`src/rtl/decoder9_route_inject.sv`:
```
// rtl/decoder9_route_inject.sv - header-select route injector with 2-entry output FIFO
// Optional packet statistics counters are enabled by defining ROUTE_INJECT_STATS_EN.
module decoder9_route_inject #(
  parameter int W       = 9,
  parameter int SEL_BIT = 0,
  parameter int CNT_W   = 16
) (
  input  logic             CLK,
  input  logic             RESET,
  input  logic [W-1:0]     in_data,
  input  logic             in_last,
  input  logic             in_valid,
  output logic             in_ready,
  output logic [W-1:0]     out_data,
  output logic             out_sel,
  output logic             out_last,
  output logic             out_valid,
  input  logic             out_ready,
  output logic [CNT_W-1:0] pkt_cnt0,
  output logic [CNT_W-1:0] pkt_cnt1
);

  typedef enum logic {HEAD = 1'b0, BODY = 1'b1} state_t;

  state_t       state;
  logic         sel_q;
  logic [W-1:0] mem_data [2];
  logic         mem_sel  [2];
  logic         mem_last [2];
  logic         wr_ptr;
  logic         rd_ptr;
  logic [1:0]   count;

  logic         push;
  logic         pop;
  logic         push_sel;

  // in_ready depends only on the registered occupancy, never on out_ready
  assign in_ready  = (count != 2'd2);
  assign out_valid = (count != 2'd0);
  assign push      = in_valid & in_ready;
  assign pop       = out_valid & out_ready;
  // header flits carry their own select bit; body flits reuse the latched one
  assign push_sel  = (state == HEAD) ? in_data[SEL_BIT] : sel_q;

  assign out_data  = mem_data[rd_ptr];
  assign out_sel   = mem_sel[rd_ptr];
  assign out_last  = mem_last[rd_ptr];

  // packet framing FSM: latch the route select from each header flit
  always_ff @(posedge CLK or posedge RESET) begin
    if (RESET) begin
      state <= HEAD;
      sel_q <= 1'b0;
    end else if (push) begin
      case (state)
        HEAD: begin
          sel_q <= in_data[SEL_BIT];
          state <= in_last ? HEAD : BODY;
        end
        BODY: begin
          state <= in_last ? HEAD : BODY;
        end
        default: state <= HEAD;
      endcase
    end
  end

  // FIFO storage, pointers and occupancy; simultaneous push/pop keeps count
  always_ff @(posedge CLK or posedge RESET) begin
    if (RESET) begin
      for (int i = 0; i < 2; i++) begin
        mem_data[i] <= '0;
        mem_sel[i]  <= 1'b0;
        mem_last[i] <= 1'b0;
      end
      wr_ptr <= 1'b0;
      rd_ptr <= 1'b0;
      count  <= 2'd0;
    end else begin
      if (push) begin
        mem_data[wr_ptr] <= in_data;
        mem_sel[wr_ptr]  <= push_sel;
        mem_last[wr_ptr] <= in_last;
        wr_ptr           <= ~wr_ptr;
      end
      if (pop) begin
        rd_ptr <= ~rd_ptr;
      end
      if (push && !pop) begin
        count <= count + 2'd1;
      end else if (pop && !push) begin
        count <= count - 2'd1;
      end
    end
  end

`ifdef ROUTE_INJECT_STATS_EN
  localparam logic [CNT_W-1:0] CNT_MAX = {CNT_W{1'b1}};

  logic [CNT_W-1:0] cnt0_q;
  logic [CNT_W-1:0] cnt1_q;

  // count completed packets per port at the pop of their last flit, saturating
  always_ff @(posedge CLK or posedge RESET) begin
    if (RESET) begin
      cnt0_q <= '0;
      cnt1_q <= '0;
    end else if (pop && out_last) begin
      if (!out_sel && cnt0_q != CNT_MAX) begin
        cnt0_q <= cnt0_q + 1'b1;
      end
      if (out_sel && cnt1_q != CNT_MAX) begin
        cnt1_q <= cnt1_q + 1'b1;
      end
    end
  end

  assign pkt_cnt0 = cnt0_q;
  assign pkt_cnt1 = cnt1_q;
`else
  assign pkt_cnt0 = '0;
  assign pkt_cnt1 = '0;
`endif

endmodule
```
`config.mk`:
```
export PLATFORM = sky130hd
export DESIGN_NAME = decoder9_route_inject
export DESIGN_NICKNAME = d
export VERILOG_FILES = /design/src/rtl/decoder9_route_inject.sv
export SDC_FILE = /design/constraint.sdc
export NUM_CORES = 1
export LEC_CHECK = 0
export CAP_MARGIN = 20
export CORE_ASPECT_RATIO = 0.7
export CORE_MARGIN = 2
export CORE_UTILIZATION = 45
export CTS_CLUSTER_SIZE = 28
export DETAILED_ROUTE_END_ITERATION = 10
export DONT_BUFFER_PORTS = 1
export GPL_TIMING_DRIVEN = 0
export SYNTH_ARGS = -nofsm -noshare
export SYNTH_HDL_FRONTEND = slang
export SYNTH_SLANG_ARGS = --single-unit
```
`constraint.sdc`:
```
create_clock -name CLK -period 1.3 [get_ports CLK]
set_input_delay 0.065 -clock CLK [delete_from_list [all_inputs] [get_ports CLK]]
set_output_delay 0.065 -clock CLK [all_outputs]
set_load 0.02 [all_outputs]
```
==> results of run 1 <==
-- power by group through the flow --
stage	Sequential [mW]	Combinational [mW]	Clock, mW
after floorplan	1.53	1.95	0
after global placement	1.57	2.12	0
after detailed placement	1.59	2.17	0
after CTS	1.58	2.54	0.701
after global routing	1.68	2.93	0.746
final	1.62	2.77	0.688
-- cell usage in the layout, fill, tap and decap left out --
cell and instances:
buf_12 2, buf_16 1, clkbuf_16 2, xor2_1 2, ha_4 1, buf_6 1, conb_1 32, dlygate4sd3_1 12
bufinv_16 1, inv_1 2, nor3_2 1, o21ai_0 2, inv_4 1, or3_1 1, clkbuf_8 3, mux2_2 14
mux2_4 21, nor2b_4 1, nand2_4 2, dfrtp_1 26, dfrtp_2 2, or2_4 1, inv_2 1, and3_4 1
xnor2_1 3, nor2_1 1, buf_4 39
-- worst max-delay path by stage --
stage	startpoint	end	slack, ns	depth (start not counted)
after floorplan	count[1]	mem_data[10]	-0.08	4
after global routing	count[1]	mem_data[14]	-0.22	4
after CTS	count[1]	mem_data[11]	-0.15	4
after global placement	count[1]	mem_data[11]	-0.23	4
final	count[1]	mem_data[11]	-0.17	4
after detailed placement	count[1]	mem_data[11]	-0.23	4
-- sequential cells by signal, indices dropped and copies added, names as in the netlist --
name / flops
count: 2
mem_data: 18
mem_last: 2
mem_sel: 2
rd_ptr: 1
sel_q: 1
state: 1
wr_ptr: 1
-- critical path, cell delays in order, from the launching register on --
cell and delay (ns):
dfrtp_1 0.41, nor2b_4 0.15, nor3_2 0.22, buf_4 0.23
mux2_2 0.35
-- area by class of cell --
class | count | area [sq um]
buffer | 35 | 288
clock buffer | 3 | 41.3
clock inverter | 1 | 30.0
fill | 238 | 1070
inverter | 4 | 17.5
multi-input combinational | 83 | 748
sequential | 28 | 703
tap | 47 | 58.8
timing repair buffer | 22 | 254
-- routing by layer --
| layer | vias to the layer above | routed length (microns) | GRT usage [%] |
|---|---|---|---|
| met3 | 2 | 183 | 5.52 |
| li1 | 444 | - | - |
| met4 | 0 | 8 | 2.73 |
| met1 | 448 | 1340 | 19.4 |
| met2 | 31 | 1400 | 26.0 |
| met5 | - | 0 | 0 |
-- timing repair --
action | CTS | global route
hold endpoints to repair | 51 | 30
cloned | 1 | 2
buffers inserted | 4 | 2
pin swaps | 0 | 1
endpoints found under the setup margin | 32 | 35
hold buffers | 10 | 2
gates resized for setup | 17 | 5
-- logic make-up after synthesis --
| logic type | Yosys count | synth area share (%) |
|---|---|---|
| xor+xnor | 5 | 2.85 |
| simple gates | 8 | 3.50 |
| buf+inv | 39 | 18.2 |
| fa+ha+maj | 1 | 0.815 |
| mux | 35 | 28.1 |
| other cells | 1 | 0.244 |
| compound gates | 2 | 0.652 |
| flops | 28 | 45.6 |
-- stage by stage --
step | std cells | utilization (%)
floorplan | 150 | -
global placement | 197 | 54.4
detailed placement | 197 | 54.4
CTS | 216 | 62.6
global route | 223 | 66.7
finish | 223 | 66.7
==> impl_metrics.env, run 1 <==
export IMPL_rrSetupSlack_ns=-0.17
export IMPL_whs_ns=0.0810
export IMPL_finalCritPeriodShare_pct=113
export IMPL_die_area_sq_mm=0.00390
export IMPL_grt_max_degree=29
export IMPL_syn_cell_area_sq_mm=0.00154
export IMPL_leakagePower_nw=1.08
export IMPL_clock_latency_ns=0.28
export IMPL_wl_per_cell_microns=13.1
export IMPL_pwr_share_clk_pct=13.5
export IMPL_hold_violations=0
export IMPL_synth_cells=119
export IMPL_end_kind="flop"
export IMPL_grt_ovfl_total=0
export IMPL_synth_top_area_cell="dfrtp_1"
export IMPL_cts_clk_slew_worst_paths_ns=0.10
export IMPL_final_net_count=192
export IMPL_setup_slack_ns=-0.175
export IMPL_cts_root_buffer="clkbuf_8"
export IMPL_critPathKind="flop to flop"
export IMPL_fin_area_sq_mm=0.00214
export IMPL_timing_fmax_mhz=678
export IMPL_dp_slack_ns=-0.234
export IMPL_violations="negative setup slack"
export IMPL_pwr_share_comb_pct=54.6
export IMPL_ys_seq_area_share_pct=45.6
export IMPL_antenna_cells=0
export IMPL_vias=925
export IMPL_final_max_slew_viol_count=0
export IMPL_yosysMostFrequentCell="buf_4"
export IMPL_synth_cell_types=20
export IMPL_synth_commonest_cells="33 x buf_4, 28 x dfrtp_1, 25 x mux2_2"
export IMPL_synth_top_cell_area_share_pct=45.6
export IMPL_rsz0062_at_grt="yes"
export IMPL_power_total_mw=5.08
export IMPL_place_area_sq_mm=0.00175
export IMPL_synth_area_per_cell_sq_um=12.9
export IMPL_fin_skew_ns=0.00612
export IMPL_cts_max_path_buffers=2
export IMPL_cts_sinks=28
export IMPL_holdCritPathClass="primary input to flop"
export IMPL_vdd_ir_drop_worst_mv=1.05
export IMPL_syn_to_final_growth_pct=39.4
export IMPL_hold_start="in_data[0]"
export IMPL_ios=59
export IMPL_grt_pass1_wl_microns=4510
export IMPL_tritoncts="built"
export IMPL_drt_iter0_drc=47
export IMPL_core_sq_mm=0.00321
export IMPL_pwr_share_seq_pct=31.8
export IMPL_drc=0
export IMPL_yosysWarnings=0
export IMPL_p_switching_mw=1.78
export IMPL_timing_rr_start="count[1]"
export IMPL_ant_nets=0
export IMPL_die_x_microns=73.8
export IMPL_min_path_cells=2
export IMPL_place_gp_congestion=0.762
export IMPL_antenna_found_initial=0
export IMPL_internal_power_mw=3.30
export IMPL_synth_async_reset_ratio_pct=100
export IMPL_grt_pass1_vias=927
export IMPL_r2r_cells=4
export IMPL_worstPathMaxFanout=5
export IMPL_dp_hpwl_microns=1830
export IMPL_io_buffer_count=0
export IMPL_hold_end="mem_sel[1]"
export IMPL_setup_tns_ns=-3.31
export IMPL_ys_seq_elements=28
export IMPL_drt_vias_per_instance=4.15
export IMPL_maxCapViolations=0
export IMPL_cp_required_ns=1.47
export IMPL_r2r_end="mem_data[11]"
export IMPL_rows=17
export IMPL_cp_start_kind="flop"
export IMPL_p_sw_share_pct=35.0
export IMPL_synth_ff_type="dfrtp_1"
export IMPL_outcome="complete, but fails checks"
export IMPL_track_usage_pct=15.5
export IMPL_crit_arrival_ns=1.64
export IMPL_power_density_mw_per_mm2=2370
export IMPL_cts_buffers=3
export IMPL_synth_edff_count=0
export IMPL_routed_wl_microns=2930
export IMPL_setup_viol=28
export IMPL_drive_above_1_share_pct=54.0
export IMPL_die_h_microns=52.9
export IMPL_start_util_pct=47.8
export IMPL_post_route_min_period_ns=1.47
export IMPL_netlist_top_cells_area="dfrtp_1 46%, mux2_2 18%, buf_4 16%, mux2_4 9.8%, xnor2_1 1.7%"
export IMPL_first_pass_iters=4
export IMPL_h_tree_depth=1
Power figures use the tool's default switching activity.
==> inputs of run 2 (changes only) <==
Settings changed: REMOVE_ABC_BUFFERS from default to 1, TNS_END_PERCENT from default to 5.
Clock period 1.3 ns to 1.41 ns, I/O delays scaled along.
==> run 2 against run 1 <==
  * The run still ends with negative setup slack left
  * Cell count fell by 15%
  * Worst setup slack improved by 0.095 ns
  * Clock skew fell by 0.0024 ns
  * Fmax fell by 0.98%
  * Highest routed layer is now met3
==> impl_metrics.env, run 2 (synthesized netlist as in run 1, its figures left out) <==
export IMPL_grt_pass1_vias=776
export IMPL_drive_above_1_share_pct=43.0
export IMPL_tritoncts="built"
export IMPL_cts_root_buffer="clkbuf_8"
export IMPL_power_density_mw_per_mm2=2310
export IMPL_worstPathMaxFanout=3
export IMPL_grt_ovfl_total=0
export IMPL_drt_iter0_drc=25
export IMPL_p_switching_mw=1.56
export IMPL_final_net_count=158
export IMPL_track_usage_pct=13.3
export IMPL_internal_power_mw=2.67
export IMPL_setup_viol=23
export IMPL_first_pass_iters=3
export IMPL_vias=823
export IMPL_violations="negative setup slack"
export IMPL_maxCapViolations=0
export IMPL_cts_buffers=3
export IMPL_critPathKind="flop to flop"
export IMPL_routed_wl_microns=2630
export IMPL_syn_to_final_growth_pct=19.4
export IMPL_start_util_pct=47.8
export IMPL_final_max_slew_viol_count=0
export IMPL_h_tree_depth=1
export IMPL_layout_commonest_cell="conb_1"
export IMPL_largest_reg_flops=18
export IMPL_vdd_ir_drop_worst_mv=0.984
export IMPL_cp_required_ns=1.61
export IMPL_die_h_microns=52.9
export IMPL_antenna_found_initial=0
export IMPL_drt_vias_per_instance=4.35
export IMPL_rrSetupSlack_ns=-0.08
export IMPL_pwr_share_seq_pct=36.6
export IMPL_wl_per_cell_microns=13.9
export IMPL_cp_start_kind="flop"
export IMPL_die_area_sq_mm=0.00390
export IMPL_hold_violations=0
export IMPL_rsz0062_at_grt="yes"
export IMPL_final_cell_mix="32 x conb_1, 26 x dfrtp_1, 18 x mux2_4, 17 x mux2_2, 13 x dlygate4sd3_1"
export IMPL_final_util_pct=57.1
export IMPL_p_sw_share_pct=36.9
export IMPL_cts_clk_slew_worst_paths_ns=0.09
export IMPL_io_buffer_count=0
export IMPL_clock_latency_ns=0.27
export IMPL_place_gp_congestion=0.685
export IMPL_ios=59
export IMPL_post_place_cells=163
export IMPL_cts_sinks=28
export IMPL_crit_arrival_ns=1.69
export IMPL_timing_fmax_mhz=671
export IMPL_cts_max_path_buffers=2
export IMPL_largest_register="mem_data"
export IMPL_fin_cells=189
export IMPL_ant_nets=0
export IMPL_die_x_microns=73.8
export IMPL_rows=17
export IMPL_num_fill_cells=272
export IMPL_fin_skew_ns=0.00369
export IMPL_core_sq_mm=0.00321
export IMPL_grt_max_degree=29
export IMPL_pwr_share_clk_pct=11.4
export IMPL_pwr_share_comb_pct=52.0
export IMPL_setup_slack_ns=-0.0794
export IMPL_drc=0
export IMPL_holdCritPathClass="primary input to flop"
export IMPL_end_kind="flop"
export IMPL_grt_pass1_wl_microns=3770
export IMPL_antenna_cells=0
export IMPL_finalCritPeriodShare_pct=106
export IMPL_leakagePower_nw=0.857
export IMPL_outcome="complete, but fails checks"
export IMPL_dp_hpwl_microns=1710
export IMPL_post_route_min_period_ns=1.49
-- run 2: area by class of cell --
cell class / count / area, sq um / share of cell area, %
clock buffers: 4 / 55.1 / 3.00
multi-input cells: 83 / 751 / 41.0
well taps: 47 / 58.8 / 3.21
flip-flops and latches: 28 / 706 / 38.5
inverters: 4 / 17.5 / 0.956
repair buffers: 23 / 245 / 13.4
-- run 2: final timing paths --
path                              from          end  depth (start not counted)
setup / recovery              count[0]     count[1]                          8
hold / removal              in_data[0]   mem_sel[0]                          2
setup reg to reg              count[0]     count[1]                          8
hold reg to reg            mem_data[4]  mem_data[4]                          1
max in group asynchronous        RESET  mem_data[0]                          3
min in group asynchronous        RESET        state                          2
-- run 2: metrics by stage --
stage / power (mW) / TNS (ns) / area [sq um] / hold WS, ns / setup slack, ns
2_1_floorplan: 3.01 / -4.82 / 1390 / 0.136 / -0.429
3_3_place_gp: 3.20 / -11.71 / 1450 / 0.187 / -0.998
3_5_place_dp: 3.31 / -3.10 / 1460 / 0.207 / -0.259
4_1_cts: 4.03 / -0.461 / 1710 / 0.0882 / -0.151
5_1_grt: 4.47 / -2.23 / 1830 / 0.0903 / -0.163
6_report: 4.23 / -0.994 / 1830 / 0.0924 / -0.0794
-- run 2: repair_timing --
item	4_1_cts	5_1_grt
resized for setup	13	11
pin swaps	1	8
buffers inserted	3	5
hold buffers	13	0
endpoints found under the hold margin	52	0
endpoints found under the setup margin	35	31
-- run 2: metal layers --
metal,vias to the layer above,global-route usage [%],routed length [microns]
li1,378,-,-
met2,40,22.0,1250
met1,405,17.3,1190
met4,0,0,0
met3,0,5.52,195
met5,-,0,0
-- run 2: worst max-delay path: stages, from the launching register on --
cell     delay, ns
dfrtp_2       0.44
nor2b_4       0.18
inv_4         0.08
nand2_4       0.07
inv_2         0.04
ha_4          0.15
xor2_2        0.17
nor2_1        0.14
xor2_1        0.15
-- run 2: power by group through the flow --
| stage | Clock, mW | Combinational, mW | Sequential [mW] |
|---|---|---|---|
| global route | 0.532 | 2.33 | 1.60 |
| floorplan | 0 | 1.57 | 1.44 |
| detailed placement | 0 | 1.76 | 1.55 |
| CTS | 0.497 | 2.00 | 1.54 |
| global placement | 0 | 1.70 | 1.51 |
| finish | 0.483 | 2.20 | 1.55 |
